`src/rtl/riscv_imm_pkg.sv`:
```
// Immediate-format codes and datapath width check.
// Shared by imm_decode, imm_gen_pipe and the control decoder.
package riscv_imm_pkg;

  localparam logic [2:0] IMM_R  = 3'd0;
  localparam logic [2:0] IMM_I  = 3'd1;
  localparam logic [2:0] IMM_S  = 3'd2;
  localparam logic [2:0] IMM_B  = 3'd3;
  localparam logic [2:0] IMM_U  = 3'd4;
  localparam logic [2:0] IMM_J  = 3'd5;
  localparam logic [2:0] IMM_CI = 3'd6;
  localparam logic [2:0] IMM_CJ = 3'd7;

  function automatic bit xlen_ok(input int xlen);
    return (xlen == 32) || (xlen == 64);
  endfunction

endpackage

```
`src/rtl/imm_decode.sv`:
```
// Combinational immediate extraction and sign extension to XLEN.
// Compressed CI/CJ formats only exist when IMM_GEN_RVC_EN is defined.
module imm_decode
  import riscv_imm_pkg::*;
#(
  parameter int XLEN = 32
) (
  input  logic [31:0]     instr,
  input  logic [2:0]      imm_src,
  output logic [XLEN-1:0] imm,
  output logic            illegal
);

  logic signed [31:0] raw;
  logic               unused_opc;

  assign unused_opc = ^instr[6:0];

  always_comb begin
    raw     = '0;
    illegal = 1'b0;
    unique case (imm_src)
      IMM_R: raw = '0;
      IMM_I: raw = {{20{instr[31]}}, instr[31:20]};
      IMM_S: raw = {{20{instr[31]}}, instr[31:25],
                    instr[11:7]};
      IMM_B: raw = {{19{instr[31]}}, instr[31], instr[7],
                    instr[30:25], instr[11:8], 1'b0};
      IMM_U: raw = {instr[31:12], 12'b0};
      IMM_J: raw = {{11{instr[31]}}, instr[31],
                    instr[19:12], instr[20],
                    instr[30:21], 1'b0};
`ifdef IMM_GEN_RVC_EN
      IMM_CI: raw = {{26{instr[12]}}, instr[12],
                     instr[6:2]};
      IMM_CJ: raw = {{20{instr[12]}}, instr[12], instr[8],
                     instr[10:9], instr[6], instr[7],
                     instr[2], instr[11], instr[5:3], 1'b0};
`else
      IMM_CI, IMM_CJ: illegal = 1'b1;
`endif
      default: illegal = 1'b1;
    endcase
  end

  // Signed source, so the size cast sign-fills the upper word on RV64.
  assign imm = XLEN'(raw);

endmodule

```
`src/rtl/imm_gen_pipe.sv`:
```
// Pipelined immediate generator: output register plus skid register.
// Optional compressed formats under IMM_GEN_RVC_EN.
module imm_gen_pipe
  import riscv_imm_pkg::*;
#(
  parameter int XLEN  = 32,
  parameter int TAG_W = 8
) (
  input  logic             CLK,
  input  logic             Reset,
  input  logic             in_valid,
  output logic             in_ready,
  input  logic [31:0]      Instr,
  input  logic [2:0]       ImmSrc,
  input  logic [TAG_W-1:0] in_tag,
  output logic             out_valid,
  input  logic             out_ready,
  output logic [XLEN-1:0]  ExtImm,
  output logic [TAG_W-1:0] out_tag,
  output logic             Illegal
);

  if (!xlen_ok(XLEN)) begin : g_bad_xlen
    $error("imm_gen_pipe: XLEN must be 32 or 64");
  end

  typedef struct packed {
    logic [XLEN-1:0]  imm;
    logic [TAG_W-1:0] tag;
    logic             illegal;
    logic             valid;
  } ent_t;

  ent_t            or_q;
  ent_t            sr_q;
  ent_t            nxt;
  logic [XLEN-1:0] dec_imm;
  logic            dec_ill;
  logic            acc;
  logic            drain;

  imm_decode #(.XLEN(XLEN)) u_dec (
    .instr   (Instr),
    .imm_src (ImmSrc),
    .imm     (dec_imm),
    .illegal (dec_ill)
  );

  assign nxt = '{imm: dec_imm, tag: in_tag,
                 illegal: dec_ill, valid: 1'b1};

  assign in_ready = !sr_q.valid;
  assign acc      = in_valid && in_ready;
  assign drain    = out_ready && or_q.valid;

  // SR full implies in_ready=0, so a refill from SR never races an accept.
  always_ff @(posedge CLK) begin
    if (Reset) begin
      or_q <= '0;
      sr_q <= '0;
    end else if (drain && sr_q.valid) begin
      or_q <= sr_q;
      sr_q <= '0;
    end else if (acc && (!or_q.valid || out_ready)) begin
      or_q <= nxt;
    end else if (acc) begin
      sr_q <= nxt;
    end else if (drain) begin
      or_q <= '0;
    end
  end

  assign out_valid = or_q.valid;
  assign ExtImm    = or_q.imm;
  assign out_tag   = or_q.tag;
  assign Illegal   = or_q.illegal;

endmodule

```
`config.mk`:
```
export PLATFORM = sky130hd
export DESIGN_NAME = imm_gen_pipe
export DESIGN_NICKNAME = d
export VERILOG_FILES = /design/src/rtl/riscv_imm_pkg.sv /design/src/rtl/imm_decode.sv /design/src/rtl/imm_gen_pipe.sv
export SDC_FILE = /design/constraint.sdc
export NUM_CORES = 1
export LEC_CHECK = 0
export ABC_AREA = 1
export BUFFER_PORTS_ARGS = -buffer_cell sky130_fd_sc_hd__buf_2
export CELL_PAD_IN_SITES_DETAIL_PLACEMENT = 0
export CELL_PAD_IN_SITES_GLOBAL_PLACEMENT = 1
export CORE_MARGIN = 4
export CORE_UTILIZATION = 41
export CTS_CLUSTER_SIZE = 40
export DETAILED_ROUTE_END_ITERATION = 6
export GPL_TIMING_DRIVEN = 0
export PLACE_DENSITY = 0.87
export SLEW_MARGIN = 25
export SYNTH_ARGS = -nofsm -noshare
export SYNTH_HDL_FRONTEND = slang
export SYNTH_HIERARCHICAL = 1
export SYNTH_SLANG_ARGS = --single-unit
```
`constraint.sdc`:
```
create_clock -name CLK -period 1.8 [get_ports CLK]
set_input_delay 0.45 -clock CLK [delete_from_list [all_inputs] [get_ports CLK]]
set_output_delay 0.45 -clock CLK [all_outputs]
set_load 0.1 [all_outputs]
```
==> results.py, run 1 <==
metrics = {
    "run_status": {
        "status": "completed",
    },
    "floorplanning": {
        "pin_count": 90,
        "fp-row-count": 37,
        "dieWidth_um": 111,
        "start_util": 0.424,
        "core-area_um2": 10400,
        "fp.dieH_um": 111,
        "dieArea_um2": 12400,
    },
    "route": {
        "top_layer_used": "met4",
        "vias": 4477,
        "drc_errors": 0,
        "via_per_inst": 4.91,
        "ant_nets": 0,
        "met1Wirelength_mm": 5.91,
        "wl_mm": 12.1,
        "wl_per_cell_um": 13.3,
        "drt_iter0_markers": 378,
        "firstDrtPassIters": 5,
        "met2WireLength_mm": 5.36,
        "dr_wl_met3_um": 691,
    },
    "timing": {
        "max_freq_mhz": 592,
        "rsz0062_at_grt": "false",
        "worst_pin_slew_ns": 0.533,
        "fin_crit_sh": 0.939,
        "finalMaxSlewViolations": 0,
        "finalHoldViolCount": 0,
        "fin_setup_tns_ns": 0,
        "setup_viol": 0,
        "finalCriticalPeriod_ns": 1.69,
        "clock_skew_ns": 0.00669,
        "slew_headroom": 0.641,
    },
    "placed_design": {
        "portBuffers": 81,
        "hpwl_mm": 9.12,
        "dp.cells": 897,
        "dpl_cell_area_um2": 4970,
        "gp_congestion": 0.876,
    },
    "setup_path": {
        "slowest_stage": "dfxtp_1",
        "worstPathRequired_ns": 1.35,
        "cp_num_buf_inv": 2,
        "slowest_delay_ns": 0.36,
        "path_class": "register to output pin",
        "worst_setup_path_start_kind": "register",
        "crit_chain": "inv_2 -> buf_8",
        "critPathCaptureType": "output pin",
        "arrival_ns": 1.24,
        "crit_fanout": 16,
        "path_delay_family": "buffers and inverters",
    },
    "synth": {
        "synth-seq-cells": 84,
        "synth_area_per_cell_um2": 6.46,
        "synth_top_family_by_area": "simple AND/OR/NAND/NOR gates",
        "synthSimpleGateAreaFrac": 0.438,
        "synth.net_count": 727,
        "syn_inst": 680,
        "synthAdderAreaFrac": 0,
        "synth_xor_area_frac": 0,
        "synth_compound_area_frac": 0.0670,
        "ys_seq_area_frac": 0.383,
        "syn-cell-area_um2": 4390,
        "synth_edf_count": 0,
        "synthDistinctLibCells": 25,
        "synthFlopType": "dfxtp_1",
        "synth_warnings": 6,
        "async_flop_share": 0,
        "synth_mux_area_frac": 0,
    },
    "clocking": {
        "clkLatencyLatePin_ns": 0.36,
        "clock_path_buffers": 2,
        "clock-sinks": 84,
        "htreeDepth": 3,
        "tritoncts": "built",
        "cts_hold_buf": 0,
        "clk_pin_slew_ns": 0.09,
        "cts_setup_buffers": 0,
        "cts_buffers": 9,
        "cts-root-buf": "clkbuf_8",
    },
    "layout": {
        "final_cell_mix": "212 x nor2_1, 95 x buf_2, 89 x nand3_1",
        "synthToLayoutAreaGrowth_pct": 18.7,
        "num-nets-final": 818,
        "final_cells": 911,
        "final-seq-area_um2": 1680,
        "final_util": 0.503,
        "drive_gt1_frac": 0.175,
        "final_common_cell": "nor2_1",
        "fill_cells": 1125,
        "fin_area_um2": 5210,
        "num_antenna_cells": 0,
        "multi_input_area_um2": 2220,
    },
    "global_route": {
        "grt_pass1_vias": 4233,
        "grt_max_degree": 14,
        "grt_pass1_wl_mm": 20.2,
        "antenna_found_initial": 0,
        "grt_remaining_overflow": 0,
        "grt_use_total": 0.196,
    },
    "pwr": {
        "powerDensity_nw_per_um2": 985,
        "p_leak_nw": 2.41,
        "ir_drop_mv": 0.452,
    },
    "run": {
        "drv_cap": 0,
    },
    "min_path": {
        "hold_class": "input port to register",
    },
}
==> repair_timing <==
| action | CTS | global route |
|---|---|---|
| endpoints found under the setup margin | 1 | 1 |
| hold endpoints to repair | 0 | 0 |
| gates resized for setup | 3 | 0 |
==> sequential cells by signal, indices dropped and copies added (netlist names) <==
signal     count
out_tag        8
out_valid      1
Illegal        1
sr_q          42
ExtImm        32
==> synth_stat cells (2+ instances only) <==
cell type / number / area [µm²]
nand3_2: 2 / 20.0
buf_4: 5 / 37.5
nand3_1: 89 / 445
clkbuf_2: 2 / 10.0
nand4_1: 12 / 75.1
buf_1: 5 / 18.8
nor2_1: 212 / 796
clkbuf_1: 19 / 71.3
buf_6: 3 / 33.8
o21ai_0: 37 / 185
inv_1: 57 / 214
inv_2: 4 / 15.0
dfxtp_1: 84 / 1680
buf_2: 16 / 80.1
o21ai_1: 18 / 90.1
nand2_2: 5 / 31.3
nand2_1: 62 / 233
nand3b_1: 41 / 308
==> worst register-to-register path, delay by kind of cell (launching register included) <==
| family | cells | cell delay, ns |
|---|---|---|
| and+or+nand+nor | 5 | 0.65 |
| buffers and inverters | 2 | 0.50 |
| DFF | 1 | 0.36 |
==> power breakdown <==
| group | internal (mW) | switching [mW] | total [mW] |
|---|---|---|---|
| logic | 0.344 | 1.12 | 1.46 |
| clock network | 0.948 | 0.690 | 1.64 |
| registers | 1.98 | 0.0551 | 2.03 |
| total | 3.27 | 1.86 | 5.13 |
==> final timing paths <==
| check | start | end | slack [ns] | cells after the start |
|---|---|---|---|---|
| hold / removal | Reset | out_valid | 0.30 | 2 |
| setup / recovery | sr_q[0] | in_ready | 0.11 | 2 |
| hold reg to reg | sr_q[36] | sr_q[36] | 0.49 | 2 |
| setup reg to reg | sr_q[0] | ExtImm[31] | 0.16 | 7 |
==> layer usage <==
metal / GRT usage / up-vias
li1: - / 2336
met3: 0.0402 / 16
met4: 0.0616 / 0
met5: 0 / -
met1: 0.268 / 2011
met2: 0.312 / 114
==> layout make-up <==
type                            count  area share
Buffer                             49      0.0473
Timing Repair Buffer               81      0.0797
Multi-Input combinational cell    483       0.426
Clock buffer                       10      0.0264
Tap cell                          136      0.0327
Clock inverter                      5      0.0192
Inverter                           63      0.0459
Sequential cell                    84       0.323
==> metrics by stage <==
stage,total power [mW],hold WS (ns),worst slack (ns)
5_1_grt,5.36,0.268,0.0716
2_1_floorplan,3.23,0.455,0.274
6_report,5.13,0.297,0.109
3_3_place_gp,3.52,0.464,-0.0193
3_5_place_dp,3.53,0.471,-0.0403
4_1_cts,5.16,0.271,0.00686
==> kinds of logic (layout without fill, tap and decap cells) <==
group,count (synthesis),after routing
buffers and inverters,113,208
and+or+nand+nor,425,425
AOI/OAI and AO/OA,58,58
DFF,84,84
Note: power is estimated with default switching activity, not from simulation.
==> run 2: changes to the inputs <==
--- a/config.mk
+++ b/config.mk
@@ -10,11 +10,12 @@
 export CELL_PAD_IN_SITES_DETAIL_PLACEMENT = 0
 export CELL_PAD_IN_SITES_GLOBAL_PLACEMENT = 1
 export CORE_MARGIN = 4
-export CORE_UTILIZATION = 41
+export CORE_UTILIZATION = 42
+export CTS_BUF_LIST = sky130_fd_sc_hd__clkbuf_2
 export CTS_CLUSTER_SIZE = 40
 export DETAILED_ROUTE_END_ITERATION = 6
 export GPL_TIMING_DRIVEN = 0
-export PLACE_DENSITY = 0.87
+export PLACE_DENSITY = 0.89
 export SLEW_MARGIN = 25
 export SYNTH_ARGS = -nofsm -noshare
 export SYNTH_HDL_FRONTEND = slang
==> run 2 against run 1 <==
Compared with the run above:
- first-iteration DRC count fell by 7.1%
- via count is 0.38% higher
- critical endpoint unchanged
- clock power fell by 30%
- register-to-register slack improved by 0.07 ns
- hold slack worse by 0.24 ns
==> results.py, run 2 (synthesis gave the netlist of run 1 again) <==
metrics = {
    "run_status": {
        "status": "completed",
    },
    "placed_design": {
        "portBuffers": 81,
        "gp_congestion": 0.860,
        "hpwl_mm": 8.96,
        "dp.cells": 897,
        "dpl_cell_area_um2": 4970,
    },
    "timing": {
        "clock_skew_ns": 0.0263,
        "worst_pin_slew_ns": 0.527,
        "setup_viol": 0,
        "slew_headroom": 0.645,
        "rsz0062_at_grt": "false",
        "fin_crit_sh": 0.957,
        "finalMaxSlewViolations": 0,
        "finalCriticalPeriod_ns": 1.72,
        "max_freq_mhz": 581,
        "finalHoldViolCount": 0,
        "fin_worst_hold_slack_ns": 0.0533,
    },
    "route": {
        "met1Wirelength_mm": 5.96,
        "top_layer_used": "met4",
        "via_per_inst": 4.92,
        "wl_per_cell_um": 13.4,
        "dr_wl_met3_um": 710,
        "ant_nets": 0,
        "met2WireLength_mm": 5.34,
        "firstDrtPassIters": 5,
        "vias": 4494,
        "drt_iter0_markers": 351,
        "wl_mm": 12.2,
        "drc_errors": 0,
    },
    "layout": {
        "fin_area_um2": 5240,
        "num_antenna_cells": 0,
        "largest_reg_flops": 42,
        "fill_cells": 1100,
        "final_cell_mix": "212 x nor2_1, 89 x nand3_1, 82 x dfxtp_1",
        "num-nets-final": 819,
        "final-seq-area_um2": 1690,
        "synthToLayoutAreaGrowth_pct": 19.3,
        "top_register": "sr_q",
        "multi_input_area_um2": 2220,
        "final_cells": 913,
        "final_common_cell": "nor2_1",
        "drive_gt1_frac": 0.179,
    },
    "global_route": {
        "grt_remaining_overflow": 0,
        "grt_max_degree": 17,
        "grt_pass1_wl_mm": 19.6,
        "grt_pass1_vias": 3968,
        "grt_use_total": 0.205,
        "antenna_found_initial": 0,
    },
    "pwr": {
        "ir_drop_mv": 0.389,
        "powerDensity_nw_per_um2": 896,
        "seq_power_share": 0.435,
        "sw_frac_of_total": 0.397,
        "power_frac_comb": 0.323,
        "p_clk_frac": 0.242,
        "p_leak_nw": 2.39,
        "intPower_mw": 2.83,
        "power_switching_mw": 1.86,
    },
    "setup_path": {
        "worst_setup_path_start_kind": "register",
        "ff2ff_setup_slack_ns": 0.23,
        "endpoint": "in_ready",
        "arrival_ns": 1.27,
        "critPathCaptureType": "output pin",
        "path_class": "register to output pin",
        "ff2ff_path_depth": 6,
        "reg2reg_to": "ExtImm[31]",
        "crit_fanout": 16,
        "r2r-start": "sr_q[0]",
        "critPathLaunch": "sr_q[0]",
        "worstPathRequired_ns": 1.35,
    },
    "clocking": {
        "cts_hold_buf": 0,
        "clk_pin_slew_ns": 0.24,
        "clock_path_buffers": 2,
        "clkLatencyLatePin_ns": 0.57,
        "tritoncts": "built",
        "clock-sinks": 84,
        "cts_buffers": 9,
        "cts-root-buf": "clkbuf_2",
        "htreeDepth": 3,
    },
    "floorplanning": {
        "dieArea_um2": 12200,
        "fp-row-count": 37,
        "fp.dieH_um": 110,
        "pin_count": 90,
        "dieWidth_um": 110,
        "start_util": 0.429,
        "core-area_um2": 10200,
    },
    "run": {
        "drv_cap": 0,
    },
    "min_path": {
        "hold_class": "input port to register",
    },
}
[run 2: cell count changes in the layout (fill, tap and decap cells not counted), moves of 9 or more]
cell      change
buf_4        +43
clkbuf_8     -10
buf_2        -42
clkbuf_2      +9
[run 2: repair_timing]
| action | 4_1_cts | 5_1_grt |
|---|---|---|
| setup buffers | 0 | 1 |
| endpoints found under the hold margin | 0 | 0 |
| endpoints found under the setup margin | 43 | 1 |
| resized for setup | 49 | 2 |
[run 2: routing by layer]
metal	vias up	global-route usage
li1	2342	-
met1	2002	0.309
met2	133	0.294
met3	17	0.0326
met4	0	0.0730
met5	-	0
[run 2: how the worst min path moves through the flow]
stage / end / startpoint / slack, ns / cells past startpoint
2_1_floorplan: sr_q[1] / sr_q[1] / 0.45 / 2
3_3_place_gp: sr_q[14] / sr_q[14] / 0.46 / 2
3_5_place_dp: sr_q[29] / sr_q[29] / 0.47 / 2
4_1_cts: out_valid / Reset / 0.03 / 2
5_1_grt: out_valid / Reset / 0.03 / 2
6_report: out_valid / Reset / 0.05 / 2
[run 2: layout make-up]
| type | instances | share of cell area |
|---|---|---|
| Buffer | 49 | 0.0471 |
| Clock buffer | 9 | 0.00860 |
| Clock inverter | 7 | 0.0174 |
| Inverter | 63 | 0.0471 |
| Multi-Input combinational cell | 483 | 0.424 |
| Sequential cell | 84 | 0.322 |
| Tap cell | 136 | 0.0325 |
| Timing Repair Buffer | 82 | 0.102 |
[run 2: critical path, cell delays in order (launching register included)]
cell	delay [ns]
dfxtp_4	0.42
inv_8	0.11
buf_12	0.18
[run 2: power by group through the flow]
stage / sequential (mW) / combinational [mW] / clock [mW]
2_1_floorplan: 2.66 / 0.568 / 0
3_3_place_gp: 2.07 / 1.44 / 0
5_1_grt: 2.06 / 1.63 / 1.23
3_5_place_dp: 2.08 / 1.45 / 0
6_report: 2.04 / 1.51 / 1.14
4_1_cts: 2.05 / 1.51 / 1.16
[run 2: per-stage QoR]
step	worst slack [ns]	power (mW)	util	TNS [ns]
floorplan	0.274	3.23	-	0
global placement	-0.000624	3.52	0.486	-0.000624
detailed placement	-0.0558	3.53	0.486	-0.121
CTS	0.0154	4.72	0.511	0
global route	0.0142	4.92	0.512	0
finish	0.0780	4.69	0.512	0
==> run 3: changes to the inputs <==
--- a/config.mk
+++ b/config.mk
@@ -5,12 +5,12 @@
 export SDC_FILE = /design/constraint.sdc
 export NUM_CORES = 1
 export LEC_CHECK = 0
-export ABC_AREA = 1
+export ABC_AREA = 0
 export BUFFER_PORTS_ARGS = -buffer_cell sky130_fd_sc_hd__buf_2
 export CELL_PAD_IN_SITES_DETAIL_PLACEMENT = 0
 export CELL_PAD_IN_SITES_GLOBAL_PLACEMENT = 1
 export CORE_MARGIN = 4
-export CORE_UTILIZATION = 42
+export CORE_UTILIZATION = 45
 export CTS_BUF_LIST = sky130_fd_sc_hd__clkbuf_2
 export CTS_CLUSTER_SIZE = 40
 export DETAILED_ROUTE_END_ITERATION = 6
==> run 3 against run 2 <==
Compared with the run above:
- clock-buffer cell count is the same
- synthesized cell count down 30%
- largest power group unchanged
- register-to-register slack improved by 0.02 ns
- critical path depth unchanged
- non-clock buffer count is 11 lower
- synthesized area down 5.0%
- fmax is 0.16% lower
- sequential power about the same
- hold slack improved by 0.076 ns
- critical path type unchanged
==> results.py, run 3 <==
metrics = {
    "timing": {
        "clock_skew_ns": 0.0210,
        "worst_pin_slew_ns": 0.520,
        "finalMaxSlewViolations": 0,
        "fin_setup_tns_ns": 0,
        "setup_ws_ns": 0.0752,
        "fin_crit_sh": 0.958,
        "finalHoldViolCount": 0,
        "max_freq_mhz": 580,
        "finalCriticalPeriod_ns": 1.72,
        "setup_viol": 0,
        "rsz0062_at_grt": "false",
        "slew_headroom": 0.653,
        "fin_worst_hold_slack_ns": 0.129,
    },
    "placed_design": {
        "gp_congestion": 0.810,
        "pre_cts_ws_ns": -0.00538,
        "dpl_cell_area_um2": 4700,
        "hpwl_mm": 7.90,
        "dp.cells": 663,
        "portBuffers": 79,
    },
    "layout": {
        "final-seq-area_um2": 1680,
        "final_cells": 679,
        "multi_input_area_um2": 2060,
        "final_util": 0.559,
        "fin_area_um2": 4970,
        "final_cell_mix": "125 x nand2_1, 82 x dfxtp_1, 48 x buf_2",
        "drive_gt1_frac": 0.303,
        "synthToLayoutAreaGrowth_pct": 19.0,
        "num-nets-final": 613,
        "top_register": "sr_q",
        "largest_reg_flops": 42,
        "final_common_cell": "nand2_1",
        "num_antenna_cells": 0,
        "fill_cells": 842,
    },
    "floorplanning": {
        "start_util": 0.469,
        "fp-row-count": 34,
        "dieArea_um2": 10900,
        "dieWidth_um": 104,
        "fp.dieH_um": 104,
        "core-area_um2": 8890,
        "pin_count": 90,
    },
    "synth": {
        "synthAdderAreaFrac": 0,
        "yosysMostFrequentCell": "nand2_1",
        "syn-cell-area_um2": 4170,
        "synth_area_per_cell_um2": 8.77,
        "syn_inst": 476,
        "synthFlopType": "dfxtp_1",
        "synth_warnings": 6,
        "synth_compound_area_frac": 0.329,
        "synth.net_count": 523,
        "async_flop_share": 0,
        "synthTopCellsByArea": "dfxtp_1 40%, a221oi_2 15%, nand2_1 11%, o21bai_1 7.4%, a21oi_1 5.4%",
        "yosys.area.top_type_share": 0.403,
        "synth_xor_area_frac": 0.00210,
        "synth-seq-cells": 84,
        "ys_seq_area_frac": 0.403,
        "synthDistinctLibCells": 32,
        "synthSimpleGateAreaFrac": 0.162,
        "synth_top_area_cell": "dfxtp_1",
        "synth_top_family_by_area": "compound AO/OA/AOI/OAI gates",
        "synth_edf_count": 0,
        "synth_mux_area_frac": 0,
        "synth_commonest_cells": "125 x nand2_1, 84 x dfxtp_1, 45 x a21oi_1",
    },
    "clocking": {
        "cts_setup_buffers": 0,
        "cts-root-buf": "clkbuf_2",
        "clock-sinks": 84,
        "clkLatencyLatePin_ns": 0.53,
        "clock_path_buffers": 2,
        "cts_buffers": 9,
        "tritoncts": "built",
        "clk_pin_slew_ns": 0.25,
        "htreeDepth": 3,
    },
    "route": {
        "drt_iter0_markers": 146,
        "vias": 3587,
        "wl_mm": 10.7,
        "ant_nets": 0,
        "wl_per_cell_um": 15.8,
        "drc_errors": 0,
        "firstDrtPassIters": 6,
        "via_per_inst": 5.28,
    },
    "min_path": {
        "min_to": "sr_q[5]",
        "hold_path_startpoint": "in_tag[3]",
        "hold_class": "input port to register",
        "holdPathStages": 3,
    },
    "setup_path": {
        "slowest_delay_ns": 0.41,
        "reg2reg_to": "ExtImm[16]",
        "cp_num_buf_inv": 2,
        "arrival_ns": 1.27,
        "critPathCaptureType": "output pin",
        "r2r-start": "out_valid",
        "crit_chain": "inv_1 -> buf_8",
        "slowest_stage": "dfxtp_2",
        "path_class": "register to output pin",
        "worstPathRequired_ns": 1.35,
        "ff2ff_setup_slack_ns": 0.25,
        "path_delay_family": "flip-flops",
        "ff2ff_path_depth": 4,
        "worst_setup_path_start_kind": "register",
        "crit_fanout": 7,
    },
    "global_route": {
        "grt_use_total": 0.200,
        "grt_max_degree": 16,
        "grt_pass1_vias": 3634,
        "grt_pass1_wl_mm": 17.7,
        "grt_remaining_overflow": 0,
        "antenna_found_initial": 0,
    },
    "run_status": {
        "status": "completed",
    },
    "run": {
        "drv_cap": 0,
    },
    "pwr": {
        "ir_drop_mv": 0.517,
        "design_power_total_mw": 4.60,
        "powerDensity_nw_per_um2": 927,
        "p_leak_nw": 1.97,
    },
}
[run 3: changes by cell type in the layout (fill, tap and decap cells not counted), moves of 44 or more]
cell / change
nor2_1: -211
nand3_1: -86
nand2_1: +63
a21oi_1: +44
[run 3: kinds of logic after synthesis]
logic type             count (synthesis)
AO/OA/AOI/OAI                        155
XOR/XNOR                               1
buffers and inverters                 85
flip-flops                            84
AND/OR/NAND/NOR                      151
[run 3: power by group]
part	leakage [nW]	internal [mW]	switching (mW)
registers	0.686	1.97	0.0587
clock network	0.0862	0.474	0.673
logic	1.20	0.387	1.04
[run 3: worst register-to-register path: cells and delay by family, from the launching register on]
family,cells,cell delay (ns)
buffers and inverters,1,0.46
DFF,1,0.43
AOI/OAI and AO/OA,2,0.33
and+or+nand+nor,1,0.27
[run 3: worst max path at each step]
stage                     startpoint  cells after the start  slack, ns          to
after floorplan            out_valid                      4       0.21   ExtImm[0]
after global placement     ImmSrc[1]                      8       0.02  ExtImm[26]
after detailed placement   ImmSrc[1]                      8     -0.005  ExtImm[25]
after CTS                 out_tag[7]                      1     0.0009  out_tag[7]
after global routing         sr_q[0]                      2      0.001    in_ready
final                        sr_q[0]                      2       0.08    in_ready
[run 3: per-layer routing]
layer,wire length (µm),global-route usage
met1,5100,0.268
met2,5110,0.332
met3,395,0.0298
met4,126,0.0608
met5,0,0
[run 3: final cells by class]
cell class / instances / area share
clock inverter: 7 / 0.0196
buffer: 41 / 0.0537
clock buffer: 9 / 0.00907
inverter: 44 / 0.0332
timing repair buffer: 79 / 0.104
multi-input combinational: 307 / 0.415
sequential: 84 / 0.339
tap: 108 / 0.0272
[run 3: repair_timing]
action	CTS	global route
hold endpoints to repair	0	0
hold buffers	0	0
endpoints found under the setup margin	33	11
gates resized for setup	36	11
